## src/rtl/mrd_seq_pkg.sv

```systemverilog
// Shared types for the radix-3 stage sequencer: FSM states, address triplet,
// and the in-flight depth rule.
package mrd_seq_pkg;

    localparam int unsigned W_ADDR = 12;
    localparam int unsigned W_CNT  = 10;

    typedef enum logic [1:0] {
        IDLE,
        ISSUE,
        DRAIN,
        FIN
    } state_t;

    typedef struct packed {
        logic [W_ADDR-1:0] a0;
        logic [W_ADDR-1:0] a1;
        logic [W_ADDR-1:0] a2;
    } addr_trip_t;

    // Smallest slot count that can never overflow with a non-stallable engine.
    function automatic int unsigned safe_depth(input int unsigned depth,
                                               input int unsigned rd_lat,
                                               input int unsigned eng_lat);
        return (depth >= rd_lat + eng_lat + 1) ? depth : rd_lat + eng_lat + 1;
    endfunction

endpackage

```

## src/rtl/mrd_addr_fifo.sv

```systemverilog
// Synchronous FIFO of address triplets; simultaneous push/pop allowed when full.
module mrd_addr_fifo
    import mrd_seq_pkg::*;
#(
    parameter int unsigned DEPTH = 8,
    localparam int unsigned CNT_W = $clog2(DEPTH + 1)
) (
    input  logic             clk,
    input  logic             rst,
    input  logic             push,
    input  addr_trip_t       din,
    input  logic             pop,
    output addr_trip_t       dout,
    output logic             empty,
    output logic             full,
    output logic [CNT_W-1:0] count
);

    localparam int unsigned PTR_W = (DEPTH > 1) ? $clog2(DEPTH) : 1;

    addr_trip_t       mem [DEPTH];
    logic [PTR_W-1:0] wr_ptr;
    logic [PTR_W-1:0] rd_ptr;
    logic             do_push;
    logic             do_pop;

    function automatic logic [PTR_W-1:0] inc(input logic [PTR_W-1:0] p);
        return (p == PTR_W'(DEPTH - 1)) ? '0 : p + PTR_W'(1);
    endfunction

    assign empty   = (count == '0);
    assign full    = (count == CNT_W'(DEPTH));
    assign do_pop  = pop && !empty;
    assign do_push = push && (!full || do_pop);
    assign dout    = mem[rd_ptr];

    always_ff @(posedge clk or posedge rst) begin
        if (rst) begin
            wr_ptr <= '0;
            rd_ptr <= '0;
            count  <= '0;
        end else begin
            if (do_push) wr_ptr <= inc(wr_ptr);
            if (do_pop)  rd_ptr <= inc(rd_ptr);
            count <= count + CNT_W'(do_push) - CNT_W'(do_pop);
        end
    end

    // Storage needs no reset; dout is only consumed while non-empty.
    always_ff @(posedge clk) begin
        if (do_push) mem[wr_ptr] <= din;
    end

endmodule

```

## src/rtl/mrd_rdx3_seq.sv

```systemverilog
// Radix-3 stage sequencer: issues read triplets to the stage RAM, tracks them
// through read and engine latency, and emits in-place write-back triplets.
module mrd_rdx3_seq
    import mrd_seq_pkg::*;
#(
    parameter int unsigned RD_LAT     = 1,
    parameter int unsigned ENG_LAT    = 3,
    parameter int unsigned FIFO_DEPTH = 8
) (
    input  logic              clk,
    input  logic              rst,
    input  logic              start,
    input  logic [W_CNT-1:0]  cfg_m,
    input  logic [W_ADDR-1:0] cfg_base,
    input  logic [W_ADDR-1:0] cfg_stride,
    input  logic              hold,
    output logic              rd_en,
    output logic [W_ADDR-1:0] rd_addr0,
    output logic [W_ADDR-1:0] rd_addr1,
    output logic [W_ADDR-1:0] rd_addr2,
    output logic              eng_in_val,
    input  logic              eng_out_val,
    output logic              wr_en,
    output logic [W_ADDR-1:0] wr_addr0,
    output logic [W_ADDR-1:0] wr_addr1,
    output logic [W_ADDR-1:0] wr_addr2,
    output logic              busy,
    output logic              done,
    output logic              err
);

    localparam int unsigned DEPTH = safe_depth(FIFO_DEPTH, RD_LAT, ENG_LAT);
    localparam int unsigned CNT_W = $clog2(DEPTH + 1);
    localparam int unsigned OCC_W = $clog2(DEPTH + RD_LAT + 2);

    state_t            state;
    logic [W_CNT-1:0]  m_q;
    logic [W_CNT-1:0]  k_q;
    logic [W_ADDR-1:0] base_q;
    logic [W_ADDR-1:0] stride_q;
    addr_trip_t        rd_trip;
    logic [RD_LAT-1:0] pipe_val;
    addr_trip_t        pipe_trip [RD_LAT];
    addr_trip_t        fifo_dout;
    addr_trip_t        last_head;
    addr_trip_t        wr_trip;
    logic              fifo_empty;
    logic              fifo_full;
    logic [CNT_W-1:0]  fifo_cnt;
    logic [OCC_W-1:0]  occ;
    logic              room;
    logic              pop;
    logic              drained;

    logic              issue;
    logic              last_k;
    addr_trip_t        issue_trip;
    logic [W_ADDR-1:0] sel_base;
    logic [W_ADDR-1:0] sel_stride;
    logic [W_CNT-1:0]  sel_k;
    logic [W_CNT-1:0]  sel_m;

    assign rd_addr0   = rd_trip.a0;
    assign rd_addr1   = rd_trip.a1;
    assign rd_addr2   = rd_trip.a2;
    assign eng_in_val = pipe_val[RD_LAT-1];

    assign occ  = OCC_W'(fifo_cnt) + OCC_W'(rd_en) + OCC_W'($countones(pipe_val));
    assign room = !hold && !fifo_full && (occ < OCC_W'(DEPTH));

    // Write-back follows the engine directly from the FIFO head.
    assign pop      = eng_out_val && !fifo_empty;
    assign wr_en    = pop;
    assign wr_trip  = fifo_empty ? last_head : fifo_dout;
    assign wr_addr0 = wr_trip.a0;
    assign wr_addr1 = wr_trip.a1;
    assign wr_addr2 = wr_trip.a2;

    assign drained = !rd_en && (pipe_val == '0) &&
                     ((fifo_cnt == '0) || ((fifo_cnt == CNT_W'(1)) && pop));

    // The start cycle doubles as the issue slot for butterfly 0.
    always_comb begin
        sel_base   = base_q;
        sel_stride = stride_q;
        sel_k      = k_q;
        sel_m      = m_q;
        issue      = 1'b0;
        if (state == IDLE) begin
            sel_base   = cfg_base;
            sel_stride = cfg_stride;
            sel_k      = '0;
            sel_m      = cfg_m;
            issue      = start && (cfg_m != '0) && room;
        end else if (state == ISSUE) begin
            issue = room;
        end
        last_k        = (sel_k == sel_m - W_CNT'(1));
        issue_trip.a0 = sel_base + W_ADDR'(sel_k);
        issue_trip.a1 = issue_trip.a0 + sel_stride;
        issue_trip.a2 = issue_trip.a1 + sel_stride;
    end

    always_ff @(posedge clk or posedge rst) begin
        if (rst) begin
            state    <= IDLE;
            m_q      <= '0;
            k_q      <= '0;
            base_q   <= '0;
            stride_q <= '0;
            rd_en    <= 1'b0;
            rd_trip  <= '0;
            busy     <= 1'b0;
            done     <= 1'b0;
            err      <= 1'b0;
        end else begin
            rd_en <= issue;
            if (issue) rd_trip <= issue_trip;
            busy <= start || (state != IDLE);
            done <= (state == FIN);
            err  <= err || (eng_out_val && fifo_empty);
            case (state)
                IDLE: begin
                    if (start) begin
                        m_q      <= cfg_m;
                        base_q   <= cfg_base;
                        stride_q <= cfg_stride;
                        k_q      <= issue ? W_CNT'(1) : '0;
                        if (cfg_m == '0)         state <= FIN;
                        else if (issue && last_k) state <= DRAIN;
                        else                      state <= ISSUE;
                    end
                end
                ISSUE: begin
                    if (issue) begin
                        k_q <= k_q + W_CNT'(1);
                        if (last_k) state <= DRAIN;
                    end
                end
                DRAIN: if (drained) state <= FIN;
                FIN:   state <= IDLE;
            endcase
        end
    end

    // Read-latency pipe carries each triplet until the engine accepts it.
    always_ff @(posedge clk or posedge rst) begin
        if (rst) begin
            pipe_val  <= '0;
            last_head <= '0;
            for (int i = 0; i < int'(RD_LAT); i++) pipe_trip[i] <= '0;
        end else begin
            pipe_val[0]  <= rd_en;
            pipe_trip[0] <= rd_trip;
            for (int i = 1; i < int'(RD_LAT); i++) begin
                pipe_val[i]  <= pipe_val[i-1];
                pipe_trip[i] <= pipe_trip[i-1];
            end
            if (pop) last_head <= fifo_dout;
        end
    end

    mrd_addr_fifo #(
        .DEPTH (DEPTH)
    ) u_fifo (
        .clk   (clk),
        .rst   (rst),
        .push  (eng_in_val),
        .din   (pipe_trip[RD_LAT-1]),
        .pop   (pop),
        .dout  (fifo_dout),
        .empty (fifo_empty),
        .full  (fifo_full),
        .count (fifo_cnt)
    );

endmodule

```

## config.mk

```make
export PLATFORM = sky130hd
export DESIGN_NAME = mrd_rdx3_seq
export DESIGN_NICKNAME = d
export VERILOG_FILES = /design/src/rtl/mrd_seq_pkg.sv /design/src/rtl/mrd_addr_fifo.sv /design/src/rtl/mrd_rdx3_seq.sv
export SDC_FILE = /design/constraint.sdc
export NUM_CORES = 1
export LEC_CHECK = 0
export CORE_MARGIN = 2
export CORE_UTILIZATION = 50
export CTS_BUF_LIST = sky130_fd_sc_hd__clkbuf_8
export DETAILED_ROUTE_END_ITERATION = 10
export MAX_ROUTING_LAYER = met4
export PLACE_DENSITY = 0.73
export SLEW_MARGIN = 10
export SYNTH_ARGS = -nofsm -noshare
export SYNTH_HDL_FRONTEND = slang
export SYNTH_SLANG_ARGS = --single-unit
export TNS_END_PERCENT = 10
```

## constraint.sdc

```tcl
create_clock -name clk -period 6.15 [get_ports clk]
set_input_delay 1.23 -clock clk [delete_from_list [all_inputs] [get_ports clk]]
set_output_delay 1.23 -clock clk [all_outputs]
set_load 0.01 [all_outputs]
```

==> results of run 1 <==
==> per-stage QoR <==
stage	worst slack (ns)	power (mW)	hold WS [ns]	utilization [%]	std cells
global placement	0.211	10.5	0.382	55.7	1879
CTS	0.786	13.1	0.409	59.3	2012
floorplan	0.430	8.73	0.431	-	1287
global route	0.442	13.9	0.416	59.3	2013
detailed placement	0.144	10.7	0.388	55.7	1879
finish	0.721	13.0	0.406	59.3	2013
==> power groups by stage <==
stage | Clock, mW | Sequential [mW] | Combinational (mW)
floorplan | 0 | 4.51 | 4.22
global placement | 0 | 4.79 | 5.74
detailed placement | 0 | 4.85 | 5.85
CTS | 2.48 | 4.79 | 5.88
global route | 2.61 | 4.89 | 6.41
finish | 2.42 | 4.78 | 5.84
==> metal layers <==
metal,vias up,routed length [um]
li1,5161,-
met1,5620,17600
met2,325,19900
met3,70,2390
met4,0,777
met5,-,0
==> cells in the final DEF, fill, tap and decap left out, types with 4 or more instances in the layout <==
master,instances
nand3_1,12
nand2_1,119
nand2b_1,8
nor3_1,18
o2111ai_1,4
a21o_1,12
mux2i_1,48
clkinv_2,11
a21oi_1,60
ha_1,48
inv_1,53
mux4_2,70
nor2_1,76
xor2_1,21
fa_1,4
mux2_2,62
nand4_1,6
o31ai_1,4
o21bai_1,5
xnor2_1,19
nor2b_1,10
o211ai_1,7
buf_4,21
a31oi_1,4
a211oi_1,6
edfxtp_1,280
nor3_2,5
o21ai_1,4
clkdlybuf4s50_1,116
dfrtp_1,163
nor2_2,4
clkbuf_8,78
clkinv_1,12
o21ai_0,62
or3_1,6
==> worst max-delay path: cells and delay by family <==
family	cells	cell delay, ns
and+or+nand+nor	4	0.81
muxes	1	0.28
AOI/OAI and AO/OA	6	0.93
xor gates and xnor gates	4	0.90
adders and majority gates	4	1.42
buffers and inverters	1	0.42
==> Yosys cell counts (3+ instances only) <==
cell type and n:
edfxtp_1 280, dfrtp_1 166, nand2_1 120, nor2_1 79
mux4_2 70, mux2_2 62, o21ai_0 62, a21oi_1 60
ha_1 49, mux2i_1 48, clkbuf_1 31, inv_1 30
nor3_1 22, xor2_1 21, xnor2_1 19, buf_1 13
a21o_1 12, nand3_1 12, nor2b_1 10, buf_2 9
nand2b_1 8, o211ai_1 7, a211oi_1 6, nand4_1 6
or3_1 6, o21bai_1 5, a31oi_1 4, fa_1 4
nor4_1 4, o2111ai_1 4, o21ai_1 4, o31ai_1 4
a211oi_2 3, and2_1 3, and3_1 3
==> layout make-up <==
class,count,area [um2]
Clock buffer,78,1070
Timing Repair Buffer,138,1340
Clock inverter,55,307
Multi-Input combinational cell,753,6410
Antenna cell,1,2.50
Inverter,31,121
Fill cell,2910,15400
Tap cell,511,639
Sequential cell,446,12600
==> sequential cells by signal (all words and copies together) (netlist names), 2 cells and up <==
name and flops:
u_fifo.wr_ptr 3, last_head 35, rd_addr0 12, rd_addr2 11, k_q 10, state 2, u_fifo.mem 280, base_q 12
pipe_trip 35, u_fifo.rd_ptr 3, stride_q 12, m_q 10, u_fifo.count 4, rd_addr1 12
==> final timing paths <==
path | from | to | slack, ns | depth (start not counted)
hold / removal | rd_addr2[3]$_DFFE_PP0P_ | pipe_trip[3]$_DFF_PP0_ | 0.41 | 0
max in group asynchronous | rst | pipe_trip[33]$_DFF_PP0_ | 4.01 | 3
setup / recovery | cfg_base[0] | rd_addr2[11]$_DFFE_PP0P_ | 0.72 | 20
min in group asynchronous | rst | m_q[7]$_DFFE_PP0P_ | 1.09 | 2
setup reg to reg | state[0]$_DFFE_PP0P_ | rd_addr2[11]$_DFFE_PP0P_ | 0.82 | 23
hold reg to reg | rd_addr2[3]$_DFFE_PP0P_ | pipe_trip[3]$_DFF_PP0_ | 0.41 | 0
==> kinds of logic (layout without fill, tap and decap cells) <==
family / count (synthesis) / count (layout) / share of synthesized area (%)
flip-flops: 446 / 446 / 65.1
adder cells (fa/ha/maj): 53 / 53 / 3.59
buffers and inverters: 88 / 302 / 1.89
AO/OA/AOI/OAI: 190 / 190 / 6.24
multiplexers: 180 / 180 / 14.3
AND/OR/NAND/NOR: 288 / 288 / 6.80
other: 0 / 1 / 0
XOR/XNOR: 42 / 42 / 2.05
==> summary.md, run 1 <==
| Metric | Value |
|---|---|
| Starting Density | `around 51%` |
| First-pass GRT wire length | `63.6 mm` |
| Clock slew at reported path FFs | `0.06 ns` |
| Fmax | `184 MHz` |
| Crit start category | `input port` |
| Chip height | `200 um` |
| Post-route ant nets | `0` |
| Layout cells sized above 1 | `19.0%` |
| Clk_lat worst skew | `0.63 ns` |
| Wire per inst | `20.2 um` |
| Sequential-to-total area share from yosys stat | `65.1%` |
| Min-Delay Path Class | `flop to flop` |
| Layer with the highest usage | `met2` |
| Die W | `roughly 200 um` |
| Yosys top cell by area | `edfxtp_1` |
| Final worst path period need | `roughly 5.4 ns` |
| Cell Area, Placed | `about 21000 um2` |
| Critical path fanouts, max | `5` |
| Post-Syn Instances | `1287` |
| Hpwl dp | `26.1 mm` |
| Top cells by area, synth | `edfxtp_1, dfrtp_1, mux4_2` |
| Total nets after synthesis | `1379` |
| Yosys warns | `0` |
| Unique cell type count in the Yosys netlist | `between 60 and 70` |
| Vias in the first global route | `11400` |
| Worst Path Required | `6.69 ns` |
| Comb power frac | `44.8%` |
| Internal | `8.17 mW` |
| Initial antenna violation count | `1` |
| Drt total wl | `40.6 mm` |
| Ys flop type | `edfxtp_1` |
| CP endpoint kind | `flop` |
| Worst rel slew slack | `a little over a third` |
| Post-synth EDFFs | `280` |
| Slowest stage delay, CP | `between 0.4 and 0.5 ns` |
| Final hold vios | `0` |
| # rows | `roughly 70` |
| Yosys reg bits | `446` |
| Register share of total power | `36.7%` |
| Core region area | `37800 um2` |
| Remaining DRCs | `0` |
| Grt ovf | `0` |
| Async set-reset flop share out of synthesis | `a little under two fifths` |
| Area grow syn2layout | `16.5%` |
| Status | `finished clean` |
| Period utilization | `88.3%` |
| Final instance area | `22500 um2` |
| Clk sinks | `446` |
| VDD IR max | `332 uV` |
| Leakage | `8.58 nW` |
| Post-Syn Area | `19300 um2` |
| Port-buffer cells | `about 120` |
| Sw Share | `37.3%` |
| Num CTS Buffers | `72` |
| Final net count | `roughly 1500` |
| Net switching power | `4.86 mW` |
| DRT iter0 DRCs | `648` |
| Met3 Use GR | `4.18%` |
| Gpl congestion | `0.890` |
| Worst Max-Slew Pin Slew | `slightly below 1 ns` |
| Unrepaired setup endpoints after global routing | `false` |
| H-tree Lvls | `3` |
| Pre-Repair DR Iteration Count | `5` |
| Largest net degree at the start of global routing | `98` |
| Post-CTS Setup Inserts | `0` |
| Pwr/cell area | `580 nW/um2` |
| Max Root-Sink Buffers | `3` |
| Area of the die | `40200 um2` |
| CP max stage cell | `fa_1` |
| CTS root buffer | `clkbuf_8` |
| GR Layer Usage met2 | `33.6%` |
| Max-slew violation count | `0` |
| Final count of negative-setup-slack endpoints | `0` |
| WS Path Type | `input port to flop` |
| Fin Clk Skew | `0.0378 ns` |
| Via density | `5.55` |
| Data arrival, critical path | `5.97 ns` |
| CTS tree | `yes` |
| Max-cap violations | `0` |
| Grt met1 use | `27.6%` |
| CTS Hold Buffers Added | `0` |
| Post-synth top area share | `43.6%` |
| Resize count post-CTS | `0` |
| Global Route Usage Sum | `between 20% and 30%` |
| I/O pin cnt | `around 120` |
| Clock Power Share | `a little under a fifth` |
| Syn Area/Cell | `15.0 um2` |
| Routed vias | `about 11000` |
| Cell chain of the critical path | `clkdlybuf4s50_1 -> mux2_2 -> ha_1 -> fa_1 -> a21oi_1 -> o211ai_1 -> nor2_1 -> xnor2_1 -> ha_1 -> or2_2 -> a21oi_1 -> a21oi_1 -> xnor2_1 -> xnor2_1 -> ha_1 -> and2_1 -> nand4_1 -> a31oi_1 -> xnor3_1 -> o21ai_1` |
| Setup TNS | `0 ns` |
Power figures use the tool's default switching activity.
==> run 2: changes to the inputs <==
ABC_AREA = 1   (was default)
SYNTH_HIERARCHICAL = 1   (was default)
==> run 2 against run 1 <==
Against the previous run: design area up 5.1%; sequential power about the same; synthesized area up 6.9%; wire length up 17%; clock skew down 0.0049 ns; synthesized cell count up 64%; first-iteration DRC count up 95%; critical endpoint unchanged; largest cell class unchanged; largest power group unchanged.
==> summary.md, run 2 <==
| Metric | Value |
|---|---|
| Top cells by area, synth | `edfxtp_1, dfrtp_1, nand2_1` |
| Max-cap violations | `0 (unchanged)` |
| VDD IR max | `381 uV (+15%)` |
| Place WS | `0.404 ns (+0.260 ns)` |
| Clk_lat worst skew | `0.64 ns (about the same)` |
| Gpl congestion | `0.864 (-3.0%)` |
| Largest register by flop count | `u_fifo/mem` |
| Die W | `207 um (+3.3%)` |
| Worst Max-Slew Pin Slew | `1.06 ns (+0.0879 ns)` |
| Worst Path Required | `6.65 ns (-0.04 ns)` |
| Max Root-Sink Buffers | `3 (unchanged)` |
| Period utilization | `83.3% (-5.0 points)` |
| Starting Density | `50.6% (-0.37 points)` |
| Final count of negative-setup-slack endpoints | `0 (unchanged)` |
| Syn Area/Cell | `9.79 um2 (-35%)` |
| Via density | `5.19 (-6.4%)` |
| Family with the most delay on the worst path | `adder cells` |
| Fin Clk Skew | `0.0329 ns (-0.00488 ns)` |
| Clk sinks | `455 (+2.0%)` |
| Pwr/cell area | `571 nW/um2 (-1.7%)` |
| Yosys reg bits | `455 (+2.0%)` |
| CP most frequent cell | `nand2_1` |
| Reg area | `12800 um2 (+2.1%)` |
| Ys flop type | `edfxtp_1` |
| Max reg flops | `288 (+2.9%)` |
| Net switching power | `5.77 mW (+19%)` |
| Non-filler instance count after layout | `2823 (+40%)` |
| Hpwl dp | `30.7 mm (+18%)` |
| CP endpoint kind | `flop` |
| Post-Syn Area | `20600 um2 (+6.9%)` |
| Wire per inst | `16.8 um (-17%)` |
| Critical path fanouts, max | `31 (+26)` |
| Yosys top cell by area | `edfxtp_1` |
| Final instance area | `23600 um2 (+5.1%)` |
| Initial antenna violation count | `1 (unchanged)` |
| Final hold vios | `0 (unchanged)` |
| Area of the die | `42900 um2 (+6.7%)` |
| Slowest stage delay, CP | `0.46 ns (about the same)` |
| Sw Share | `42.8% (+5.5 points)` |
| Leakage | `10.2 nW (+19%)` |
| H-tree Lvls | `3 (unchanged)` |
| Routed vias | `14700 (+31%)` |
| Pre-Repair DR Iteration Count | `5 (unchanged)` |
| Remaining DRCs | `0 (unchanged)` |
| Commonest non-fill, non-tap cell in the layout | `nand2_1` |
| Post-synth top area share | `42.0% (-1.6 points)` |
| Area grow syn2layout | `14.6%` |
| Yosys warns | `6 (+6)` |
| Register share of total power | `35.2% (-1.5 points)` |
| Drt total wl | `47.3 mm (+17%)` |
| Data arrival, critical path | `5.62 ns (-0.35 ns)` |
| Largest regs | `u_fifo/mem (288), last_head (36), pipe_trip (35)` |
| Post-Syn Instances | `2106 (+64%)` |
| Area of the multi-input gates | `6600 um2 (+3.1%)` |
| Max-slew violation count | `0 (unchanged)` |
| CTS tree | `yes` |
| Largest net degree at the start of global routing | `85 (-13%)` |
| Hold_ws | `0.411 ns (+0.00470 ns)` |
| Total nets after synthesis | `2197 (+59%)` |
| Status | `finished clean` |
| Commonest non-fill, non-tap cells in the layout | `nand2_1, edfxtp_1, o21ai_0` |
| Num CTS Buffers | `75 (+4.2%)` |
| Layout cells sized above 1 | `6.81% (-12 points)` |
| Min-Delay Path Class | `flop to flop` |
| Most common cell in the netlist | `nand2_1` |
| Vias in the first global route | `14000 (+23%)` |
| Worst rel slew slack | `29.3% (-5.9 points)` |
| Clock Power Share | `17.9% (-0.6 points)` |
| Unrepaired setup endpoints after global routing | `false` |
| Sequential-to-total area share from yosys stat | `62.2% (-2.9 points)` |
| Setup TNS | `0 ns (unchanged)` |
| Layout filler cell count | `3455 (+19%)` |
| Post-synth EDFFs | `288 (+2.9%)` |
| Clock slew at reported path FFs | `0.06 ns (about the same)` |
| Final WS setup | `1.03 ns (+0.306 ns)` |
| First-pass GRT wire length | `75.3 mm (+19%)` |
| CTS Hold Buffers Added | `0 (unchanged)` |
| Unique cell type count in the Yosys netlist | `47 (-30%)` |
| Placed cells | `2686 (+43%)` |
| Internal | `7.70 mW (-5.7%)` |
| Layout Utilization | `58.0% (-1.4 points)` |
| Comb power frac | `46.8% (+2.0 points)` |
| Global Route Usage Sum | `22.9% (+1.8 points)` |
| Final worst path period need | `5.12 ns (-0.306 ns)` |
| Chip height | `207 um (+3.3%)` |
| Final net count | `2322 (+51%)` |
| Core region area | `40700 um2 (+7.7%)` |
| Worst Path Buf+Inv | `7 (+6)` |
| Async set-reset flop share out of synthesis | `36.7% (-0.52 points)` |
| Total Power | `13.5 mW (+3.4%)` |
| Antenna Cells | `0 (-1)` |
| Post-CTS Setup Inserts | `0 (unchanged)` |
| Most frequent cells after synthesis | `nand2_1, edfxtp_1, o21ai_0` |
| Crit start category | `flop` |
| WS Path Type | `flop to flop` |
| Fmax | `195 MHz (+6.0%)` |
| Resize count post-CTS | `0 (unchanged)` |
| CTS root buffer | `clkbuf_8` |
| DRT iter0 DRCs | `1266 (+95%)` |
| Grt ovf | `0 (unchanged)` |
| I/O pin cnt | `117 (unchanged)` |
| Post-route ant nets | `0 (unchanged)` |
| Cell Area, Placed | `22200 um2 (+5.5%)` |
| # rows | `74 (+4.2%)` |
| CP max stage cell | `fa_1` |
| Port-buffer cells | `116 (unchanged)` |
## run 2: changes by cell type in the layout (fill, tap and decap cells not counted), moves of 35 or more
| cell | before | now |
|---|---|---|
| o21ai_0 | 62 | 237 |
| mux4_2 | 70 | 0 |
| nor2_1 | 76 | 158 |
| inv_1 | 53 | 224 |
| o21ai_1 | 4 | 39 |
| mux2i_1 | 48 | 0 |
| nand2_1 | 119 | 656 |
| mux2_2 | 62 | 0 |
| nand3_1 | 12 | 48 |
## run 2: cells by family after synthesis
kind of cell             synth area share (%)
buffers and inverters                    6.01
AND/OR/NAND/NOR                          17.1
adder cells (fa/ha/maj)                  3.30
AO/OA/AOI/OAI                            9.68
XOR/XNOR                                 1.65
flip-flops                               62.2
## run 2: path summary, 6_finish.rpt
check                      slack (ns)               startpoint  depth (start not counted)                         to
min reg2reg                      0.41  rd_addr1[1]$_DFFE_PP0P_                          0    pipe_trip[13]$_DFF_PP0_
min in group asynchronous        1.03                      rst                          2  u_fifo/count[0]$_DFF_PP0_
max reg2reg                      1.03     state[0]$_DFFE_PP0P_                         34   rd_addr2[11]$_DFFE_PP0P_
max in group asynchronous        3.96                      rst                          3  last_head[24]$_DFFE_PP0P_
max                              1.03     state[0]$_DFFE_PP0P_                         34   rd_addr2[11]$_DFFE_PP0P_
min                              0.41  rd_addr1[1]$_DFFE_PP0P_                          0    pipe_trip[13]$_DFF_PP0_
## run 2: layer usage
layer  routed length, um  vias to the layer above  GRT usage, %
li1                    -                     7208             -
met1               20800                     6878          30.7
met2               22300                      487          35.7
met3                2990                       91          3.90
met4                1230                        0          7.76
met5                   0                        -             -
## run 2: power groups by stage
| stage | sequential, mW | combinational (mW) | clock (mW) |
|---|---|---|---|
| after CTS | 4.74 | 6.32 | 2.47 |
| after global placement | 4.76 | 6.19 | 0 |
| after global routing | 4.85 | 7.09 | 2.62 |
| after floorplan | 4.51 | 4.42 | 0 |
| final | 4.75 | 6.31 | 2.42 |
| after detailed placement | 4.80 | 6.29 | 0 |
## run 2: area by class of cell
class	count	area share (%)
clock buffer	81	4.72
inverter	201	3.23
tap	532	2.82
sequential	455	54.3
timing repair buffer	142	5.80
clock inverter	56	1.12
multi-input combinational	1356	28.0
## run 2: worst reg2reg max path, delay by kind of cell, from the launching register on
kind	cells	cell delay, ns
AO/OA/AOI/OAI	3	0.34
XOR/XNOR	2	0.33
adder cells (fa/ha/maj)	5	1.61
buffers and inverters	7	0.81
flip-flops	1	0.39
AND/OR/NAND/NOR	17	1.52
